File: config.mk
export PLATFORM = sky130hd
export DESIGN_NAME = reg_file
export DESIGN_NICKNAME = d
export VERILOG_FILES = /design/src/rtl/reg_file.sv
export SDC_FILE = /design/constraint.sdc
export NUM_CORES = 1
export LEC_CHECK = 0
export CELL_PAD_IN_SITES_DETAIL_PLACEMENT = 0
export CELL_PAD_IN_SITES_GLOBAL_PLACEMENT = 1
export CORE_MARGIN = 1.5
export CORE_UTILIZATION = 45
export CTS_BUF_LIST = sky130_fd_sc_hd__clkbuf_4
export CTS_CLUSTER_SIZE = 28
export DETAILED_ROUTE_END_ITERATION = 10
export GPL_ROUTABILITY_DRIVEN = 0
export PLACE_DENSITY = 0.84
export SLEW_MARGIN = 0
export SYNTH_ARGS = -nofsm -noshare
export SYNTH_HDL_FRONTEND = slang
export SYNTH_SLANG_ARGS = --single-unit
File: constraint.sdc
create_clock -name clk -period 6.5 [get_ports clk]
set_input_delay 1.95 -clock clk [delete_from_list [all_inputs] [get_ports clk]]
set_output_delay 1.95 -clock clk [all_outputs]
set_load 0.02 [all_outputs]
File: src/rtl/reg_file.sv
// -----------------------------------------------------------------------------
// reg_file
//   Register file with two combinational read ports and one synchronous write
//   port. Storage covers R0-R14 only; address 15 reads the PC+8 value that
//   the fetch stage drives on r15, so it has no storage.
//
//   Optional build macro: REG_FILE_BYPASS_EN
//     defined   : write-through bypass. A read of the address currently being
//                 written returns wd3 in the same cycle.
//     undefined : no bypass. A read of the address being written returns the
//                 old value until the clock edge.
//
// Ports
//   clk   in   1      rising-edge clock
//   rst_n in   1      asynchronous active-low reset, clears R0-R14
//   we3   in   1      write enable for write port 3
//   a1    in   4      read address, port 1
//   a2    in   4      read address, port 2
//   a3    in   4      write address (15 is ignored)
//   wd3   in   WIDTH  write data
//   r15   in   WIDTH  PC+8 from fetch, returned for read address 15
//   rd1   out  WIDTH  read data port 1 (ALU source A)
//   rd2   out  WIDTH  read data port 2 (ALU source B mux)
// -----------------------------------------------------------------------------
module reg_file #(
  parameter int WIDTH = 32
) (
  input  logic             clk,
  input  logic             rst_n,
  input  logic             we3,
  input  logic [3:0]       a1,
  input  logic [3:0]       a2,
  input  logic [3:0]       a3,
  input  logic [WIDTH-1:0] wd3,
  input  logic [WIDTH-1:0] r15,
  output logic [WIDTH-1:0] rd1,
  output logic [WIDTH-1:0] rd2
);

  localparam int         NUM_REGS = 15;
  localparam logic [3:0] PC_ADDR  = 4'd15;

  logic [WIDTH-1:0] regs [NUM_REGS];

  logic             wr_ok;
  logic [WIDTH-1:0] rd1_store;
  logic [WIDTH-1:0] rd2_store;

  // Writes to address 15 are dropped here so the storage array is never
  // indexed out of range.
  assign wr_ok = we3 && (a3 != PC_ADDR);

  always_ff @(posedge clk or negedge rst_n) begin
    if (!rst_n) begin
      for (int i = 0; i < NUM_REGS; i++) begin
        regs[i] <= '0;
      end
    end else if (wr_ok) begin
      for (int i = 0; i < NUM_REGS; i++) begin
        if (a3 == 4'(i)) begin
          regs[i] <= wd3;
        end
      end
    end
  end

  // Decoded read muxes; address 15 never matches a storage slot, so the
  // store value defaults to zero and the r15 selection below takes over.
  always_comb begin
    rd1_store = '0;
    rd2_store = '0;
    for (int i = 0; i < NUM_REGS; i++) begin
      if (a1 == 4'(i)) rd1_store = regs[i];
      if (a2 == 4'(i)) rd2_store = regs[i];
    end
  end

`ifdef REG_FILE_BYPASS_EN
  logic byp1;
  logic byp2;

  // Bypass needs reset released and a real storage address; a read of 15
  // always sees r15.
  assign byp1 = rst_n && wr_ok && (a1 == a3);
  assign byp2 = rst_n && wr_ok && (a2 == a3);

  always_comb begin
    if (a1 == PC_ADDR)   rd1 = r15;
    else if (byp1)       rd1 = wd3;
    else                 rd1 = rd1_store;

    if (a2 == PC_ADDR)   rd2 = r15;
    else if (byp2)       rd2 = wd3;
    else                 rd2 = rd2_store;
  end
`else
  always_comb begin
    rd1 = (a1 == PC_ADDR) ? r15 : rd1_store;
    rd2 = (a2 == PC_ADDR) ? r15 : rd2_store;
  end
`endif

endmodule

Word level (Yosys, flattened, before mapping)
Index checks and enable logic that the tools add are counted.
W data, S select, Z words.
{"block": "op_classes", "n_addsub": 0, "mul": 0, "n_div": 0, "magnitude_cmp": 0, "eq_ne": 45, "n_shift": 0, "muxes": 32, "bitwise_logic": 0, "n_reduce_logical": 19}
{"operator": "$mux W32", "count": 32}
{"operator": "$eq A4 B4 Y1 const B", "count": 23}
{"operator": "$eq A4 B3 Y1 const B", "count": 12}
{"operator": "$reduce_and A2 Y1", "count": 15}
{"operator": "$eq A4 B2 Y1 const B", "count": 6}
{"operator": "$eq A4 B1 Y1 const B", "count": 3}
{"operator": "$logic_not A4 Y1", "count": 3}
{"operator": "$ne A4 B4 Y1 const B", "count": 1}
{"operator": "$logic_and A1 B1 Y1", "count": 1}
{"block": "word_totals", "register_bits": 480, "latchBits": 0, "ramBits": 0, "mem_bits_ro": 0, "in_bits": 79, "output_inout_bits": 64, "word_cells": 111, "mem_count": 0}

Logic depth before layout (Yosys ltp)
Gate-level depths: netlist of the first run.
{"block": "logic_depth", "ltp_word": 17, "ltp_mapped": 9, "ltp_nobuf": 5}

Worst setup path after synthesis of the first run
OpenSTA, ideal clock, no wires.
{"block": "synth_timing", "path_kind": "input -> output", "from": "in a1[0]", "to": "out rd1[31]", "t_arrival_ns": 3.436, "required_time_ns": 4.550, "path_slack_ns": 1.114, "cell_stages": 8, "n_path_buf": 3, "path_cell_list": "buf_4 > buf_4 > buf_4 > nor2_2 > o21ai_0 > o21ai_0 > a221oi_1 > a211oi_1"}
{"block": "synth_between", "elab_chain_cells": 17}
{"item": "start, declared", "line": "31", "text": "input logic [3:0] a1,"}
{"item": "$logic_not A4 Y1", "line": "73", "text": "if (a1 == 4'(i)) rd1_store = regs[i];"}
{"item": "$mux W32 (15 in series)", "line": "73"}
{"item": "$mux W32 (*)", "line": "98", "text": "rd1 = (a1 == PC_ADDR) ? r15 : rd1_store;"}
{"item": "end, declared", "line": "36", "text": "output logic [WIDTH-1:0] rd1,"}
Mark *: on every way between the ends. The rest lies on a longest branch, timed or not.

Worst setup path in the final report of the first run
{"block": "layout_timing", "from": "in a1[0]", "to": "out rd1[11]"}
The elaborated chain is that of the path after synthesis.

==> reports/metrics.yaml, run 1 <==
status: "finished, violations left"
failed_checks: "setup timing"
min_path_cells: 1
clock_sinks: 480
synth_fp_nets: 2463
antenna_found_initial: 6
hold_start: "regs[369]"
clk_latency_ns: 0.91
p_per_area_nw_per_um2: 291
first_pass_iters: 9
crit_path_end: "rd1[11]"
crit_slowest_cell: "nor2b_1"
clk_pin_slew_ns: 0.07
grt_first_pass_wirelength_um: 155000
finalNetCount: 2633
synthArstFlopShare: 1.00
ioPinCount: 143
hold_violations: 0
fin_worst_skew_ns: 0
maxSlewViolCount: 0
synth_enable_flop_cells: 0
worstPathCellList: "clkbuf_8 > nor2b_1 > a22oi_1 > o311ai_0 > a21oi_1 > o21a_1 > clkdlybuf4s50_1"
wire_per_inst_um: 30.4
yosys_warnings: 0
required_ns: 4.55
cp_data_arrival_time_ns: 4.59
p_leak_nw: 13.5
portBuffers: 142
fmaxAchievable_ghz: 0.153
postRouteAntennaNets: 0
grt_max_degree: 138
cp-startpoint: "a1[0]"
largest_reg_flops: 480
top_register: "regs"
drive_above_1_share: 0.337
critical_path.top_delay_family: "simple AND/OR/NAND/NOR gates"
syn_area_sq_um: 28000
cp-start-kind: "primary input"
worst-path-stages: 7
yosys-top-cells-area: "dfrtp_1, mux2_2, mux4_2"
rsz0062_at_grt: "no"
r2r-start: "regs[67]"
dieHeight_um: 253
finalSetupViolCount: 1
min_period_ns: 6.54
cts_tree: "yes"
die_area_sq_um: 63800
synth_seq_cells: 480
htreeDepth: 3
drc_errors: 0
synth_top_area_share: 0.428
r2r_slack_ns: 5.62
drt_iter0_drc: 3212
wirelength_um: 106000
place_hpwl_um: 67700
final_util: 0.522
vias: 23578
cts_root_buf: "clkbuf_4"
cp-end-kind: "output pin"
worstPathMaxFanout: 17
cts-buffers-inserted: 121
core-area_sq_um: 61600
fill_cells: 5291
tightestPinTransition_ns: 1.23
grt_use_total: 0.328
yosysTopAreaCell: "dfrtp_1"
finalSetupTns_ns: -0.0410
area_growth_pct: 14.7
r2r_cells: 1
clockBufferDepth: 3
avgSynthCellArea_sq_um: 11.8
grt_overflow: 0
hp-class: "flop to flop"
top_regs: "regs: 480 flops"
initial_core_util: 0.455
row_count: 91
layout_setup_ws_ns: -0.0410
first_global_vias: 23513
slew_headroom: 0.180
yosysUniqueCellTypes: 77
path_class: "primary input to output pin"
yosysSeqAreaShare: 0.428
peakVddDrop_v: 0.000132
timing.final.crit_share: 1.01
ys.flop_type: "dfrtp_1"
cp_slowest_stage_delay_ns: 0.99
cap_violations: 0
die_w_um: 253
r2r-end: "regs[67]"
avgViaCountPerCell: 6.78
postSynthCellCount: 2384
cp_num_buf_inv: 2
postCtsSetupBuffers: 0
[layer usage]
| metal | track usage | up-vias | part of all wire |
|---|---|---|---|
| li1 | - | 9491 | - |
| met1 | 0.422 | 11757 | 0.37 |
| met2 | 0.480 | 1890 | 0.43 |
| met3 | 0.0943 | 436 | 0.12 |
| met4 | 0.219 | 4 | 0.070 |
| met5 | 0.00309 | - | 0.00026 |
[per-stage QoR]
stage / worst slack, ns / std cells / cell area, sq um / hold slack (ns) / power [mW]
CTS: 0.0979 / 3473 / 32100 / 0.515 / 9.29
finish: -0.0410 / 3477 / 32100 / 0.515 / 9.35
global route: 0.000477 / 3475 / 32100 / 0.526 / 9.72
floorplan: 1.11 / 2384 / 28000 / 0.467 / 5.76
detailed placement: 0.0976 / 3268 / 30600 / 0.498 / 6.70
global placement: 0.122 / 3268 / 30600 / 0.481 / 6.58
[synth_stat cells (all sizes together), types with 5 or more instances]
cell type and number:
a222oi 12, nand3b 6, or2 6, a32oi 12
a31oi 22, nand3 15, mux2i 105, a211o 5
o211ai 19, o2bb2ai 15, inv 8, a22o 10
o21a 17, a21oi 139, o32ai 6, o31a 5
nand2b 39, nor2b 25, o22ai 71, nor3 7
o221ai 30, o31ai 9, mux4 89, mux2 524
and3 9, clkbuf 81, buf 161, nor2 68
dfrtp 480, nor3b 7, a221oi 9, o311ai 11
o21bai 8, o21ai 99, a211oi 31, nand2 132
a2bb2oi 7, a22oi 29, a21o 18
[power breakdown]
part | switching (mW) | internal (mW) | leakage, nW | total [mW]
combinational | 1.16 | 1.29 | 6.68 | 2.45
sequential | 0.603 | 3.69 | 5.89 | 4.29
clock | 1.30 | 1.31 | 0.893 | 2.61
total | 3.06 | 6.29 | 13.5 | 9.35
[cell type report]
| type | count | area [sq um] | area share |
|---|---|---|---|
| Clock inverter | 34 | 210 | 0.00654 |
| Inverter | 9 | 36.3 | 0.00113 |
| Sequential cell | 480 | 12000 | 0.374 |
| Clock buffer | 171 | 1280 | 0.0399 |
| Antenna cell | 4 | 10.0 | 0.000311 |
| Tap cell | 837 | 1050 | 0.0326 |
| Multi-Input combinational cell | 1653 | 14800 | 0.459 |
| Timing Repair Buffer | 289 | 2790 | 0.0869 |
[cells by family after synthesis]
logic type             Yosys count  share of synthesized area
AOI/OAI and AO/OA              606                      0.145
muxes                          718                      0.320
buffers and inverters          251                     0.0485
and+or+nand+nor                329                     0.0581
DFF                            480                      0.428
[what timing repair did]
item                       4_1_cts  5_1_grt
hold buffers                     0        0
setup endpoints to repair        0        3
resized for setup                0        3
[worst min path at each step]
| stage | end | slack (ns) |
|---|---|---|
| 2_1_floorplan | regs[382] | 0.47 |
| 3_3_place_gp | regs[368] | 0.48 |
| 3_5_place_dp | regs[372] | 0.50 |
| 4_1_cts | regs[382] | 0.51 |
| 5_1_grt | regs[372] | 0.53 |
| 6_report | regs[369] | 0.52 |
[placed cells by master, fill, tap and decap left out, types with 7 or more instances in the layout]
cell type	count
a22oi_1	29
clkdlybuf4s50_1	130
mux4_2	89
mux2i_1	105
o311ai_0	11
nor2b_1	22
o211ai_1	19
clkbuf_4	171
mux2_2	410
and3_1	9
nor3_1	7
a222oi_1	12
nand2b_1	38
o21a_1	17
nor2_1	52
a21o_1	18
nand3_1	14
a2bb2oi_1	7
nor2_4	11
nand2_1	131
a211oi_1	31
o221ai_1	30
a32oi_1	12
o2bb2ai_1	15
clkinv_1	26
o21ai_0	97
o22ai_1	71
dfrtp_1	480
a22o_1	10
a31oi_1	22
o21bai_1	8
buf_4	130
mux2_1	113
buf_12	22
a21oi_1	138
a221oi_1	8
o31ai_1	9
No activity file was read; power rests on OpenSTA's default activity.
==> inputs of run 2 (changes only) <==
--- a/config.mk
+++ b/config.mk
@@ -5,6 +5,7 @@
 export SDC_FILE = /design/constraint.sdc
 export NUM_CORES = 1
 export LEC_CHECK = 0
+export ABC_AREA = 1
 export CELL_PAD_IN_SITES_DETAIL_PLACEMENT = 0
 export CELL_PAD_IN_SITES_GLOBAL_PLACEMENT = 1
 export CORE_MARGIN = 1.5
@@ -13,7 +14,8 @@
 export CTS_CLUSTER_SIZE = 28
 export DETAILED_ROUTE_END_ITERATION = 10
 export GPL_ROUTABILITY_DRIVEN = 0
-export PLACE_DENSITY = 0.84
+export MAX_ROUTING_LAYER = met4
+export PLACE_DENSITY = 0.92
 export SLEW_MARGIN = 0
 export SYNTH_ARGS = -nofsm -noshare
 export SYNTH_HDL_FRONTEND = slang
==> reports/metrics.yaml, run 2 <==
largest_reg_flops: 480
layout_setup_ws_ns: 0.0724
clk_pin_slew_ns: 0.05
status: "finished, final reports clean"
grt_overflow: 0
r2r_cells: 2
cts-buffers-inserted: 132
r2r_slack_ns: 5.71
place_ws_ns: -0.181
p_leak_nw: 14.0
worstPathMaxFanout: 18
clk_latency_ns: 0.89
synth_seq_cells: 480
yosysUniqueCellTypes: 20
place_hpwl_um: 57400
peakVddDrop_v: 0.000211
yosys-top-cells-area: "dfrtp_1, nand2_1, o21ai_0"
synth_fp_nets: 3664
hold_start: "regs[367]"
p_per_area_nw_per_um2: 283
synth_common_cells: "nand2_1, dfrtp_1, nor2_1"
wire_per_inst_um: 17.9
maxSlewViolCount: 0
grt_use_total: 0.301
row_count: 86
synth_top_area_share: 0.474
synth_most_common_cell: "nand2_1"
holdBufCountCts: 0
r2r-end: "regs[199]"
min_path_cells: 2
postRouteAntennaNets: 0
cts_tree: "yes"
drive_above_1_share: 0.116
die_w_um: 240
timing.final.crit_share: 0.989
drc_errors: 0
mostFrequentLayoutCells: "nand2_1, dfrtp_1, nor2_1"
synthArstFlopShare: 1.00
finalSetupViolCount: 0
top_register: "regs"
finalNetCount: 3868
grt_max_degree: 150
path_class: "primary input to output pin"
cp_slowest_stage_delay_ns: 0.57
rsz0062_at_grt: "no"
clockBufferDepth: 3
portBuffers: 142
fin_worst_skew_ns: 0
crit_top_cell: "buf_4"
cts_root_buf: "clkbuf_4"
core-area_sq_um: 55400
hold_violations: 0
cp_data_arrival_time_ns: 4.48
htreeDepth: 4
vias: 24946
worstPathCellList: "clkdlybuf4s50_1 > nor2_2 > buf_4 > nand2_1 > buf_4 > inv_2 > buf_12 > buf_4 > nand2_1 > nand4_1 > nor3_2 > nand4_1 > clkdlybuf4s50_1"
dieHeight_um: 240
yosys_warnings: 0
clock_sinks: 480
die_area_sq_um: 57800
holdPathEnd: "regs[367]"
syn_area_sq_um: 25400
cap_violations: 0
cp-end-kind: "output pin"
wirelength_um: 82400
synth_enable_flop_cells: 0
slew_headroom: 0.191
cp-startpoint: "a2[1]"
r2r-start: "regs[199]"
top_regs: "regs: 480 flops"
hp-class: "flop to flop"
area_growth_pct: 19.3
fmaxAchievable_ghz: 0.156
yosysTopAreaCell: "dfrtp_1"
ioPinCount: 143
avgSynthCellArea_sq_um: 7.07
min_period_ns: 6.43
yosysSeqAreaShare: 0.474
required_ns: 4.55
drt_iter0_drc: 2204
total_power_mw: 8.57
cp-start-kind: "primary input"
tightestPinTransition_ns: 1.21
layout_commonest_cell: "nand2_1"
crit_slowest_cell: "clkdlybuf4s50_1"
grt_first_pass_wirelength_um: 131000
initial_core_util: 0.458
ys.flop_type: "dfrtp_1"
first_pass_iters: 6
first_global_vias: 24017
avgViaCountPerCell: 5.41
antenna_found_initial: 2
postSynthCellCount: 3585
## run 2: cell types whose count changed in the layout (fill, tap and decap cells not counted), moves of 239 or more
cell / before / now
nand2_1: 131 / 1015
mux2_2: 410 / 0
nor2_1: 52 / 392
inv_1: 4 / 284
nand3_1: 14 / 293
o21ai_0: 97 / 336
## run 2: per-layer routing
layer / routed length, um / vias up / track usage
li1: - / 12059 / -
met1: 33400 / 11768 / 0.366
met2: 41000 / 892 / 0.492
met3: 4730 / 227 / 0.0457
met4: 3330 / 0 / 0.143
met5: 0 / - / -
## run 2: critical path: cells and delay by family
family / cells / cell delay (ns)
buffers and inverters: 7 / 1.88
AND/OR/NAND/NOR: 6 / 0.62
## run 2: area by class of cell
cell class	count	area [sq um]
Inverter	292	1100
Tap cell	748	936
Multi-Input combinational cell	2574	11500
Antenna cell	3	7.51
Clock buffer	193	1450
Clock inverter	12	72.6
Fill cell	5388	25200
Sequential cell	480	12000
Timing Repair Buffer	309	3130
## run 2: report_power, final
part | leakage, nW | switching (mW) | total (mW) | internal [mW]
clock | 0.927 | 1.27 | 2.65 | 1.37
combinational | 7.23 | 1.10 | 1.78 | 0.683
sequential | 5.80 | 0.489 | 4.15 | 3.66
## run 2: repair_timing
| action | 4_1_cts | 5_1_grt |
|---|---|---|
| resized for setup | 60 | 30 |
| endpoints found under the setup margin | 50 | 43 |
| buffers inserted | 3 | 0 |
## run 2: cell families after synthesis
group	after synthesis	synth area share
compound gates	618	0.122
buf+inv	531	0.0807
flops	480	0.474
simple gates	1956	0.324
## run 2: through the flow
stage / util / hold WS (ns) / cells / cell area (sq um) / setup TNS [ns]
detailed placement: 0.516 / 0.473 / 4400 / 28600 / -4.52
global placement: 0.516 / 0.465 / 4400 / 28600 / -3.70
global route: 0.546 / 0.504 / 4611 / 30300 / 0
floorplan: - / 0.453 / 3585 / 25400 / 0
CTS: 0.545 / 0.486 / 4608 / 30200 / 0
finish: 0.546 / 0.483 / 4611 / 30300 / 0
## run 2: worst max path at each step
stage                   end  slack (ns)
floorplan           rd2[11]        1.34
global placement     rd1[4]       -0.18
detailed placement  rd1[20]       -0.18
CTS                 rd2[27]       0.005
global route        rd2[19]       0.009
finish              rd2[31]        0.07
